### src/rtl/pb_gesture_if.sv
// Button gesture bundle: debounced button inputs toward the classifier, event pulses back.
// master = debouncer/application side, slave = classifier.
// Purely combinational wiring; no state.
interface pb_gesture_if;
  logic pb_status;
  logic pb_press;
  logic pb_release;
  logic single_click;
  logic double_click;
  logic long_press;
  logic repeat_pulse;
  logic busy;

  modport master (
    output pb_status, pb_press, pb_release,
    input  single_click, double_click, long_press, repeat_pulse, busy
  );

  modport slave (
    input  pb_status, pb_press, pb_release,
    output single_click, double_click, long_press, repeat_pulse, busy
  );
endinterface

### src/rtl/pb_gesture_classifier.sv
// Classifies debounced button activity into single click, double click and long press pulses.
// Latency: every output is registered; a pulse appears right after the clock edge that decides it.
// No backpressure: events are fire-and-forget pulses. Optional auto-repeat via `define PB_AUTO_REPEAT_EN.
module pb_gesture_classifier #(
  parameter int LONG_CYCLES   = 1000,
  parameter int DCLICK_CYCLES = 300,
  parameter int REPEAT_CYCLES = 100
) (
  input logic         clk,
  input logic         rst,
  pb_gesture_if.slave pb
);

  localparam int MAX_LD  = (LONG_CYCLES > DCLICK_CYCLES) ? LONG_CYCLES : DCLICK_CYCLES;
  localparam int MAX_ALL = (MAX_LD > REPEAT_CYCLES) ? MAX_LD : REPEAT_CYCLES;
  localparam int CW      = $clog2(MAX_ALL + 1);

  localparam logic [CW-1:0] LONG_LAST   = CW'(LONG_CYCLES - 1);
  localparam logic [CW-1:0] DCLICK_LAST = CW'(DCLICK_CYCLES - 1);
  localparam logic [CW-1:0] CNT_MAX     = '1;
`ifdef PB_AUTO_REPEAT_EN
  localparam logic [CW-1:0] REPEAT_LAST = CW'(REPEAT_CYCLES - 1);
`endif

  typedef enum logic [2:0] {
    IDLE   = 3'd0,
    PRESS1 = 3'd1,
    WAIT2  = 3'd2,
    PRESS2 = 3'd3,
    LHOLD  = 3'd4
  } state_t;

  state_t        state_q, state_d;
  logic [CW-1:0] cnt_q, cnt_d;
  logic          single_q, single_d;
  logic          double_q, double_d;
  logic          long_q, long_d;
  logic          repeat_q, repeat_d;
  logic          busy_q, busy_d;
  logic          press_eff;

  // Next-state, counter and event decode; release wins over a coincident press.
  always_comb begin
    press_eff = pb.pb_press & ~pb.pb_release;
    state_d   = state_q;
    cnt_d     = (cnt_q == CNT_MAX) ? cnt_q : cnt_q + 1'b1;
    single_d  = 1'b0;
    double_d  = 1'b0;
    long_d    = 1'b0;
    repeat_d  = 1'b0;
    busy_d    = (state_q != IDLE);

    case (state_q)
      IDLE: begin
        if (press_eff) state_d = PRESS1;
      end
      PRESS1: begin
        if (pb.pb_release) begin
          state_d = WAIT2;
        end else if (!pb.pb_status) begin
          state_d = IDLE;
        end else if (cnt_q == LONG_LAST) begin
          state_d = LHOLD;
          long_d  = 1'b1;
        end
      end
      WAIT2: begin
        if (press_eff) begin
          state_d = PRESS2;
        end else if (cnt_q == DCLICK_LAST) begin
          state_d  = IDLE;
          single_d = 1'b1;
        end
      end
      PRESS2: begin
        if (pb.pb_release) begin
          state_d  = IDLE;
          double_d = 1'b1;
        end else if (!pb.pb_status) begin
          state_d = IDLE;
        end
      end
      LHOLD: begin
        if (pb.pb_release || !pb.pb_status) begin
          state_d = IDLE;
        end
`ifdef PB_AUTO_REPEAT_EN
        else if (cnt_q == REPEAT_LAST) begin
          cnt_d    = '0;
          repeat_d = 1'b1;
        end
`endif
      end
      default: state_d = IDLE;
    endcase

    // Idle holds the counter at zero; any state change restarts timing.
    if (state_d != state_q || state_q == IDLE) cnt_d = '0;
  end

  // State, counter and registered outputs; synchronous reset aborts any gesture silently.
  always_ff @(posedge clk) begin
    if (rst) begin
      state_q  <= IDLE;
      cnt_q    <= '0;
      single_q <= 1'b0;
      double_q <= 1'b0;
      long_q   <= 1'b0;
      repeat_q <= 1'b0;
      busy_q   <= 1'b0;
    end else begin
      state_q  <= state_d;
      cnt_q    <= cnt_d;
      single_q <= single_d;
      double_q <= double_d;
      long_q   <= long_d;
      repeat_q <= repeat_d;
      busy_q   <= busy_d;
    end
  end

  assign pb.single_click = single_q;
  assign pb.double_click = double_q;
  assign pb.long_press   = long_q;
  assign pb.repeat_pulse = repeat_q;
  assign pb.busy         = busy_q;

endmodule

### src/flat_wrapper.sv
// flat-port wrapper written by rule: the top's interface ports become plain ports
module pb_gesture_classifier_flat 
#(
  parameter int LONG_CYCLES   = 1000,
  parameter int DCLICK_CYCLES = 300,
  parameter int REPEAT_CYCLES = 100
)
  (clk, rst, pb_pb_status, pb_pb_press, pb_pb_release, pb_single_click, pb_double_click, pb_long_press, pb_repeat_pulse, pb_busy);
  pb_gesture_if pb_i ();
  input logic clk;
  input logic rst;
  input wire logic [$bits(pb_i.pb_status)-1:0] pb_pb_status;
  input wire logic [$bits(pb_i.pb_press)-1:0] pb_pb_press;
  input wire logic [$bits(pb_i.pb_release)-1:0] pb_pb_release;
  output wire logic [$bits(pb_i.single_click)-1:0] pb_single_click;
  output wire logic [$bits(pb_i.double_click)-1:0] pb_double_click;
  output wire logic [$bits(pb_i.long_press)-1:0] pb_long_press;
  output wire logic [$bits(pb_i.repeat_pulse)-1:0] pb_repeat_pulse;
  output wire logic [$bits(pb_i.busy)-1:0] pb_busy;
  assign pb_i.pb_status = pb_pb_status;
  assign pb_i.pb_press = pb_pb_press;
  assign pb_i.pb_release = pb_pb_release;
  assign pb_single_click = pb_i.single_click;
  assign pb_double_click = pb_i.double_click;
  assign pb_long_press = pb_i.long_press;
  assign pb_repeat_pulse = pb_i.repeat_pulse;
  assign pb_busy = pb_i.busy;
  pb_gesture_classifier #(.LONG_CYCLES(LONG_CYCLES), .DCLICK_CYCLES(DCLICK_CYCLES), .REPEAT_CYCLES(REPEAT_CYCLES)) u_core (.clk(clk), .rst(rst), .pb(pb_i));
endmodule
### config.mk
export PLATFORM = sky130hd
export DESIGN_NAME = pb_gesture_classifier_flat
export DESIGN_NICKNAME = d
export VERILOG_FILES = /design/src/rtl/pb_gesture_if.sv /design/src/rtl/pb_gesture_classifier.sv /design/src/flat_wrapper.sv
export SDC_FILE = /design/constraint.sdc
export NUM_CORES = 1
export LEC_CHECK = 0
export CORE_MARGIN = 8
export CORE_UTILIZATION = 54
export DETAILED_ROUTE_END_ITERATION = 7
export PLACE_DENSITY = 0.76
export SYNTH_ARGS = -nofsm -noshare
export SYNTH_HDL_FRONTEND = slang
export SYNTH_SLANG_ARGS = --single-unit
export TNS_END_PERCENT = 50
### constraint.sdc
create_clock -name clk -period 2.4 [get_ports clk]
set_clock_uncertainty 0.1 [all_clocks]
set_input_delay 0.48 -clock clk [delete_from_list [all_inputs] [get_ports clk]]
set_output_delay 0.48 -clock clk [all_outputs]
set_load 0.01 [all_outputs]
==> flow_metrics.tcl <==
set metrics [dict create \
    status "complete, no violations" \
    p_int_mw 0.363 \
    tightest_slew_ps 671 \
    syn_inst 102 \
    crit_arrival_ps 2070 \
    crit_type "in2reg" \
    wire_per_inst_um 13.5 \
    gp_congestion 0.760 \
    start_util_pct 57.8 \
    drive_above_1_share_pct 22.7 \
    cts_sinks 17 \
    finalHoldViolations 0 \
    antenna_cells 0 \
    first_pass_iters 4 \
    crit_path_cell_trace "clkdlybuf4s50_1, and4bb_1, nand4_1, nand2b_1, a2111oi_2" \
    setup_tns_ps 0 \
    slowest_stage "clkdlybuf4s50_1" \
    die_h_um 59 \
    fmax_mhz 505 \
    synth_warnings 0 \
    synth_edf_count 0 \
    vias 775 \
    cts.clk_slew.worst_paths_ps 100 \
    synth_common_cells "17 x dfxtp_1, 9 x nor4_2, 6 x nor2_1, 5 x nand3_1" \
    synth.avg_cell_area_um2 9.79 \
    switching_share_pct 23.5 \
    synth_area_leader_cell "dfxtp_1" \
    fin_crit_ps 1980 \
    clock_power_share_pct 30.9 \
    switchingPower_mw 0.112 \
    syn_nets 108 \
    start_kind "input pin" \
    drt_iter0_markers 11 \
    ys_top_cells_by_area "dfxtp_1 34%, nor4_2 11%, mux2i_1 4.0%" \
    cap_violations 0 \
    maxSlewHeadroom_pct 55.3 \
    netlist.area_leader.share_pct 34.1 \
    port-buffer-count 8 \
    htree_levels 1 \
    wirelength_mm 1.82 \
    setup_viol 0 \
    cts-root-buf "clkbuf_4" \
    vdd.ir_drop.worst_uv 333 \
    hold_class "reg2reg" \
    die_w_um 59 \
    ys.flop_type "dfxtp_1" \
    fillCellCount 148 \
    track_usage_pct 11.6 \
    ys_ff_latch 17 \
    synthDistinctLibCells 45 \
    async_reset_ff_share_pct 0 \
    syn2layout_area_growth_pct 10.9 \
    ant_nets 0 \
    clock_latency_ps 280 \
    p_comb_share_pct 8.5 \
    power_mw 0.475 \
    power-per-cell-area_nw_per_um2 429 \
    io_pins 10 \
    cts_tree "yes" \
    cts_max_path_buffers 2 \
    maxSlewViolCount 0 \
    p_leak_nw 0.377 \
    nNetsFinal 117 \
    drc 0 \
    dieArea_um2 3480 \
    post_cts_buffers 0 \
    hpwl_mm 1.44 \
    yosysMostFrequentCell "dfxtp_1" \
    antenna_found_initial 0 \
    path_max_fanout 10 \
    rsz0062_at_grt "no" \
    overflow 0 \
    end_kind "register" \
    netlist_area_um2 998 \
    viasPerCell 5.74 \
    rows 15 \
    grt_pass1_wl_mm 3.18 \
    cp.required_ps 2490 \
    min_period_over_period_pct 82.6 \
    core_um2 1730 \
    cts_resized 0 \
    grt_pass1_vias 712 \
    cts_buffers 3 \
    power_frac_seq_pct 60.6 \
    ys_seq_area_share_pct 34.1 \
    grt_max_degree 11 \
    critPathMaxStageDelay_ps 540 \
    cts_hold_buf 0 \
]
## worst max-delay path: cells and delay by family
kind	cells	cell delay, ps
AOI/OAI and AO/OA	1	360
buffers and inverters	1	540
and+or+nand+nor	3	690
## cell families after synthesis
group                      count (synthesis)  share of synthesized area (%)
xor gates and xnor gates                   2                           1.75
and+or+nand+nor                           53                           40.9
muxes                                      4                           4.01
adders and majority gates                  1                           1.25
other                                      1                          0.376
DFF                                       17                           34.1
AOI/OAI and AO/OA                         17                           13.2
buffers and inverters                      7                           4.51
## power by group through the flow
| stage | clock network, mW | registers, mW | logic [mW] |
|---|---|---|---|
| 4_1_cts | 0.154 | 0.288 | 0.0409 |
| 3_3_place_gp | 0 | 0.294 | 0.0402 |
| 6_report | 0.147 | 0.288 | 0.0403 |
| 2_1_floorplan | 0 | 0.294 | 0.0290 |
| 3_5_place_dp | 0 | 0.294 | 0.0408 |
| 5_1_grt | 0.167 | 0.288 | 0.0446 |
## cell usage in the layout, fill, tap and decap left out, types with 2 or more instances in the layout
master and instances:
nand3_1 5, nor4_2 9, nand2b_1 4, xor2_1 2
nand3b_1 2, nand4_1 4, clkbuf_4 3, nor2_1 6
dfxtp_1 17, o21ai_0 3, clkdlybuf4s50_1 8, a21o_1 2
a21oi_1 2, nor2b_1 2, nor3b_1 3, nor3_1 2
o21ai_1 2, nand2_1 4, mux2i_1 4
## final timing paths
check,slack (ps),from,end,cells after the start
worst max-delay path,420,pb_pb_release,u_core.cnt_q[7],5
worst min-delay path,480,u_core.state_q[2],u_core.pb.busy,2
worst min register to register,480,u_core.state_q[2],u_core.pb.busy,2
worst max register to register,530,u_core.cnt_q[0],u_core.cnt_q[1],5
## per-stage QoR
step	hold WS (ps)	setup WS (ps)	util [%]	cell area (um2)	instances
6_report	481	418	64.1	1110	135
5_1_grt	516	316	64.1	1110	135
4_1_cts	492	413	64.1	1110	135
3_5_place_dp	477	108	62.5	1080	131
3_3_place_gp	466	185	62.5	1080	131
2_1_floorplan	413	765	-	998	102
## state kept, by name, summed over array words and instances (netlist names)
register and flops:
u_core.pb.single_click 1, u_core.state_q 3, u_core.pb.double_click 1, u_core.pb.long_press 1, u_core.pb.busy 1, u_core.cnt_q 10
## final cells by class
class	count	area, um2	area share [%]
clock buffers	3	22.5	2.03
clock inverters	1	5.00	0.452
inverters	2	7.51	0.678
multi-input cells	78	613	55.4
flip-flops and latches	17	340	30.7
well taps	25	31.3	2.82
repair buffers	9	87.6	7.91
## per-layer routing
metal	wire length, um	GRT usage (%)	vias to the layer above
met5	0	0	-
met4	25	5.12	0
met3	46	1.95	4
met2	872	18.8	11
met1	876	14.4	359
li1	-	-	401
No activity file was read; power rests on OpenSTA's default activity.
